===== config.mk =====
export PLATFORM = sky130hd
export DESIGN_NAME = mux16_rr_scheduler_flat
export DESIGN_NICKNAME = d
export VERILOG_FILES = /design/src/rtl/mux16_rr_scheduler_pkg.sv /design/src/rtl/mux16_rr_scheduler_if.sv /design/src/rtl/mux16_rr_scheduler_rr_priority_pick.sv /design/src/rtl/mux16_rr_scheduler.sv /design/src/flat_wrapper.sv
export SDC_FILE = /design/constraint.sdc
export NUM_CORES = 1
export LEC_CHECK = 0
export CELL_PAD_IN_SITES_DETAIL_PLACEMENT = 1
export CELL_PAD_IN_SITES_GLOBAL_PLACEMENT = 2
export CORE_UTILIZATION = 30
export CTS_BUF_LIST = sky130_fd_sc_hd__clkbuf_2 sky130_fd_sc_hd__clkbuf_4 sky130_fd_sc_hd__clkbuf_8
export CTS_CLUSTER_DIAMETER = 200
export DETAILED_ROUTE_END_ITERATION = 12
export HOLD_SLACK_MARGIN = 0.1
export PLACE_DENSITY = 0.95
export SETUP_SLACK_MARGIN = 0.2
export SLEW_MARGIN = 5
export SYNTH_ARGS = -nofsm -noshare
export SYNTH_HDL_FRONTEND = slang
export SYNTH_HIERARCHICAL = 1
export SYNTH_SLANG_ARGS = --single-unit

===== constraint.sdc =====
create_clock -name clk -period 12.8 [get_ports clk]
set_input_delay 1.28 -clock clk [delete_from_list [all_inputs] [get_ports clk]]
set_output_delay 1.28 -clock clk [all_outputs]
set_load 0.05 [all_outputs]

===== src/rtl/mux16_rr_scheduler_pkg.sv =====
// Shared types and constants for the 16-lane round-robin mux scheduler.
// Optional burst mode is selected with the MUX16_SCHED_BURST_EN macro.
package mux16_sched_pkg;

  localparam int NUM_REQ   = 16;
  localparam int DATA_W    = 2;
  localparam int SEL_W     = $clog2(NUM_REQ);
  localparam int MAX_BURST = 4;
  localparam int BURST_W   = $clog2(MAX_BURST);

  typedef enum logic {
    IDLE = 1'b0,
    SEND = 1'b1
  } state_t;

  typedef logic [NUM_REQ-1:0]        req_t;
  typedef logic [SEL_W-1:0]          sel_t;
  typedef logic [DATA_W-1:0]         data_t;
  typedef logic [NUM_REQ*DATA_W-1:0] lanes_t;

  // Returns lane idx out of the packed lane bus (lane i = [2i+1:2i]).
  function automatic data_t lane_slice(input lanes_t lanes, input sel_t idx);
    data_t r;
    r = '0;
    for (int i = 0; i < NUM_REQ; i++) begin
      if (idx == sel_t'(i)) r = lanes[i*DATA_W +: DATA_W];
    end
    return r;
  endfunction

endpackage


===== src/rtl/mux16_rr_scheduler_if.sv =====
// Requester / downstream bundle of the round-robin mux scheduler.
// master = scheduler side, slave = requesters plus downstream consumer.
interface mux16_rr_scheduler_if import mux16_sched_pkg::*; ();

  req_t   req;
  lanes_t lane_data;
  req_t   ack;
  sel_t   sel;
  data_t  out_data;
  logic   out_valid;
  logic   out_ready;
  logic   busy;

  modport master (
    input  req, lane_data, out_ready,
    output ack, sel, out_data, out_valid, busy
  );

  modport slave (
    output req, lane_data, out_ready,
    input  ack, sel, out_data, out_valid, busy
  );

endinterface


===== src/rtl/mux16_rr_scheduler_rr_priority_pick.sv =====
// Round-robin priority picker: first set request at or after ptr, wrapping.
// Rotate the request vector so ptr sits at bit 0, take the lowest set bit,
// then add ptr back (mod 16) to recover the absolute lane index.
module rr_priority_pick import mux16_sched_pkg::*; (
  input  req_t req,
  input  sel_t ptr,
  output sel_t winner,
  output logic any_req
);

  req_t rotated;
  sel_t offset;

  assign rotated = req_t'({req, req} >> ptr);

  // Lowest set bit of the rotated vector is the distance from ptr to the winner.
  always_comb begin
    // NOTE: offset gets a default before the loop so no path leaves it unassigned (no latch).
    offset = '0;
    for (int i = NUM_REQ - 1; i >= 0; i--) begin
      if (rotated[i]) offset = sel_t'(i);
    end
  end

  assign winner  = ptr + offset;
  assign any_req = |req;

endmodule


===== src/rtl/mux16_rr_scheduler.sv =====
// Round-robin scheduler sharing a 16-lane, 2-bit mux among 16 requesters.
// Captures the winning lane into an output register, presents it valid/ready
// and acks the winner in the handshake cycle.
// Define MUX16_SCHED_BURST_EN to let a grant hold for up to MAX_BURST transfers.
module mux16_rr_scheduler import mux16_sched_pkg::*; (
  input  logic                  clk,
  input  logic                  rst_n,
  mux16_rr_scheduler_if.master  bus
);

  state_t state;
  sel_t   ptr;
  sel_t   sel_q;
  data_t  data_q;
  logic   valid_q;
  sel_t   winner;
  logic   any_req;
  logic   handshake;

`ifdef MUX16_SCHED_BURST_EN
  localparam logic [BURST_W-1:0] BURST_LAST = BURST_W'(MAX_BURST - 1);
  logic [BURST_W-1:0] burst_cnt;
`endif

  rr_priority_pick u_pick (
    .req     (bus.req),
    .ptr     (ptr),
    .winner  (winner),
    .any_req (any_req)
  );

  assign handshake     = valid_q & bus.out_ready;
  assign bus.ack       = handshake ? (req_t'(1) << sel_q) : '0;
  assign bus.sel       = sel_q;
  assign bus.out_data  = data_q;
  assign bus.out_valid = valid_q;
  assign bus.busy      = (state != IDLE);

  // Grant FSM, rotation pointer and output register.
  always_ff @(posedge clk or negedge rst_n) begin
    // NOTE: every flop uses <= so all updates in this block see pre-edge values.
    if (!rst_n) begin
      state   <= IDLE;
      ptr     <= '0;
      sel_q   <= '0;
      data_q  <= '0;
      valid_q <= 1'b0;
`ifdef MUX16_SCHED_BURST_EN
      burst_cnt <= '0;
`endif
    end else begin
      case (state)
        IDLE: begin
          if (any_req) begin
            sel_q   <= winner;
            data_q  <= lane_slice(bus.lane_data, winner);
            valid_q <= 1'b1;
            state   <= SEND;
          end
        end
        SEND: begin
          // Without a handshake, sel and data hold so the consumer sees stable values.
          if (bus.out_ready) begin
`ifdef MUX16_SCHED_BURST_EN
            if (bus.req[sel_q] && (burst_cnt < BURST_LAST)) begin
              data_q    <= lane_slice(bus.lane_data, sel_q);
              burst_cnt <= burst_cnt + 1'b1;
            end else begin
              valid_q   <= 1'b0;
              ptr       <= sel_q + 1'b1;
              burst_cnt <= '0;
              state     <= IDLE;
            end
`else
            valid_q <= 1'b0;
            ptr     <= sel_q + 1'b1;
            state   <= IDLE;
`endif
          end
        end
        default: state <= IDLE;
      endcase
    end
  end

endmodule


===== src/flat_wrapper.sv =====
// flat-port wrapper written by rule: the top's interface ports become plain ports
module mux16_rr_scheduler_flat import mux16_sched_pkg::*;
  (clk, rst_n, bus_req, bus_lane_data, bus_out_ready, bus_ack, bus_sel, bus_out_data, bus_out_valid, bus_busy);
  mux16_rr_scheduler_if bus_i ();
  input  logic clk;
  input  logic rst_n;
  input wire logic [$bits(bus_i.req)-1:0] bus_req;
  input wire logic [$bits(bus_i.lane_data)-1:0] bus_lane_data;
  input wire logic [$bits(bus_i.out_ready)-1:0] bus_out_ready;
  output wire logic [$bits(bus_i.ack)-1:0] bus_ack;
  output wire logic [$bits(bus_i.sel)-1:0] bus_sel;
  output wire logic [$bits(bus_i.out_data)-1:0] bus_out_data;
  output wire logic [$bits(bus_i.out_valid)-1:0] bus_out_valid;
  output wire logic [$bits(bus_i.busy)-1:0] bus_busy;
  assign bus_i.req = bus_req;
  assign bus_i.lane_data = bus_lane_data;
  assign bus_i.out_ready = bus_out_ready;
  assign bus_ack = bus_i.ack;
  assign bus_sel = bus_i.sel;
  assign bus_out_data = bus_i.out_data;
  assign bus_out_valid = bus_i.out_valid;
  assign bus_busy = bus_i.busy;
  mux16_rr_scheduler u_core (.clk(clk), .rst_n(rst_n), .bus(bus_i));
endmodule

==> metrics <==
Final setup viols 0; number of CTS-inserted buffers 3; fin nets about 380; slew of the pin with the lowest slew margin 0.9872 ns; vias 2,277; Post-synth EDFFs 0; area fraction of the dominant cell type after synthesis between 10% and 20%; Final Hold Violating Endpoints 0; WS Path Type in2reg; Max Freq 167.7 MHz; chip width a little under 90 um; Post-synth ARST share 100.0%; total global-route track usage between 10% and 20%; part of the Yosys area used for sequential elements 13.10%; initial core utilization 31.27%; Worst Path Max Fanout 14; Max-Cap Viols 0; Slowest cell on crit path xor2_1; Reg2Reg Depth 14; top-count cell post-synth nand2_1; Clk pin slew, worst setup/hold paths 0.05 ns; setup TNS 0 ns; Cells after Synth around 250; share of layout cells above drive strength 1 roughly a tenth; initial antenna violation count 0; vias in the first global route between 2,000 and 2,500; Die ar. between 7000 and 8000 um^2; max-slew violations 0; total core area 7331 um^2; Cell Area, Synth between 2000 and 2500 um^2; WP data arrival 6.11 ns; Post CTS Setup Buffer Count 0; Primary FF master, synth dfrtp_1; placed insts between 400 and 500; ant diodes 0; Post-DRT Antenna Nets 0; Worst Setup Start Kind primary input; post_cts resized 0; Net Count, Synth roughly 310; post-synthesis register bit count 12; Rows 31; drt total wl about 7.2 mm; yosys warns 6; Hold EP u_core/bus.out_data[1]; # H-tree levels 1; gp weighted congestion ~0.84; worst hold stages 2; first-pass GRT wire length about 12 mm; CTS tree done; Fillers ~850; clk buf depth 2; Pre-antenna DRT Iters 4; top cells by area, synth mux4_2, dfrtp_1, mux4_1; fin cells between 400 and 500; Ports 75; Detail Placement HPWL approximately 5.7 mm; PortBufs between 70 and 80; area growth from synthesis to layout 36.30%; Setup crit end kind register; reg2reg start u_core/ptr[1]; max_slew headroom 33.97%; Avg Synthesized Cell Area between 9 and 10 um^2; largest net degree at the start of global routing 29; Starting DRT DRC Count a little over 40; Critical Path RT about 13 ns; Hold Crit Class reg2reg; die height a little under 90 um; top cell types by occurrence after synthesis nand2_1, nor2_1, mux2i_1, mux4_2; drt via density between 5 and 6; clk_skew ~0.0046 ns; Hold Crit Start u_core/bus.out_data[1]; pre-CTS setup slack 6.633 ns; clock root buffer clkbuf_8; CTS Hold Buffers Added 0; reg2reg setup slack about 7.3 ns; global route overflow 0; CP cell instances clkdlybuf4s50_1 -> mux4_2 -> mux2_1 -> mux2i_1 -> o311ai_1 -> a311oi_1 -> o31ai_1 -> ha_1 -> fa_1 -> xor2_1 -> or2b_1 -> o21ai_1 -> a211o_1 -> a221o_1 -> o22ai_1; post-synth cell types between 50 and 60; final worst-path cycle share between 40% and 50%; final critical-path required period 5.965 ns; Remaining DRCs 0; setup slack after layout about 7 ns; Crit Reg-Reg Endpoint u_core/bus.out_data[0]; Skew-Pair Late Insertion Delay between 0.2 and 0.25 ns; RSZ-0062 raised after global routing false; CP peak stage delay ~0.80 ns; outcome completed; clock sink count 12; post-synth top area cell mux4_2; DR WL/cell 17.33 um
final cells by class:
type	instances	area (um^2)	area share, %
tap	99	123.9	3.965
inverter	10	37.54	1.201
multi-input combinational	213	1859	59.51
sequential	12	300.3	9.612
clock buffer	4	55.05	1.762
timing repair buffer	75	748.2	23.95
worst max path at each step:
stage,startpoint,slack (ns),cells past startpoint,to
6_report,bus_req[10],6.84,15,u_core/bus.out_data[0]
5_1_grt,bus_req[10],6.47,15,u_core/bus.out_data[0]
4_1_cts,bus_req[10],6.88,15,u_core/bus.out_data[0]
3_5_place_dp,bus_req[10],6.63,15,u_core/bus.out_data[0]
3_3_place_gp,bus_req[7],6.87,18,u_core/bus.out_data[1]
2_1_floorplan,bus_req[7],7.92,16,u_core/bus.out_data[1]
sequential cells by signal (all words and copies together) (netlist names):
name,count
u_core/bus.busy,1
u_core/bus.out_data,2
u_core/bus.out_valid,1
u_core/bus.sel,4
u_core/ptr,4
logic make-up after synthesis:
logic type	after synthesis	share of synthesized area [%]
AO/OA/AOI/OAI	55	16.27
XOR/XNOR	5	1.911
adder cells (fa/ha/maj)	10	5.786
buffers and inverters	26	5.786
flip-flops	12	13.10
multiplexers	49	36.74
AND/OR/NAND/NOR	94	20.41
critical path, delay by kind of cell:
kind	cells	cell delay (ns)
AOI/OAI and AO/OA	7	1.47
and+or+nand+nor	1	0.25
adders and majority gates	2	0.62
muxes	3	1.18
buffers and inverters	1	0.51
xor gates and xnor gates	1	0.80
per-stage QoR:
| stage | hold slack (ns) | cell area (um^2) | utilization (%) |
|---|---|---|---|
| 4_1_cts | 0.5283 | 3124 | 42.62 |
| 6_report | 0.5263 | 3124 | 42.62 |
| 3_5_place_dp | 0.5132 | 3069 | 41.87 |
| 2_1_floorplan | 0.4695 | 2292 | - |
| 5_1_grt | 0.5590 | 3124 | 42.62 |
| 3_3_place_gp | 0.4969 | 3069 | 41.87 |
placed cells by master (no fill, tap or decap), types with 5 or more instances in the layout:
master,count
o32ai_1,5
mux2i_1,14
a211oi_1,5
mux4_2,14
mux4_1,10
nand2_1,29
ha_1,9
nor2_1,21
nor3_1,11
mux2_2,7
clkdlybuf4s50_1,74
nand3_1,7
o21ai_0,12
inv_1,9
dfrtp_1,12
a21oi_1,9
routing by layer:
metal  wire length, um  up-vias  global-route usage, %  share of wire, %
li1                  -     1098                      -                 -
met3               272        4                  2.031               3.8
met2              3550       56                  33.17                50
met5                 0        -                      0                 0
met4                31        0                  2.453              0.43
met1              3301     1119                  25.19                46
Power is not shown: default switching activity piles up to over one toggle a cycle in this logic, so the estimate is an artifact.
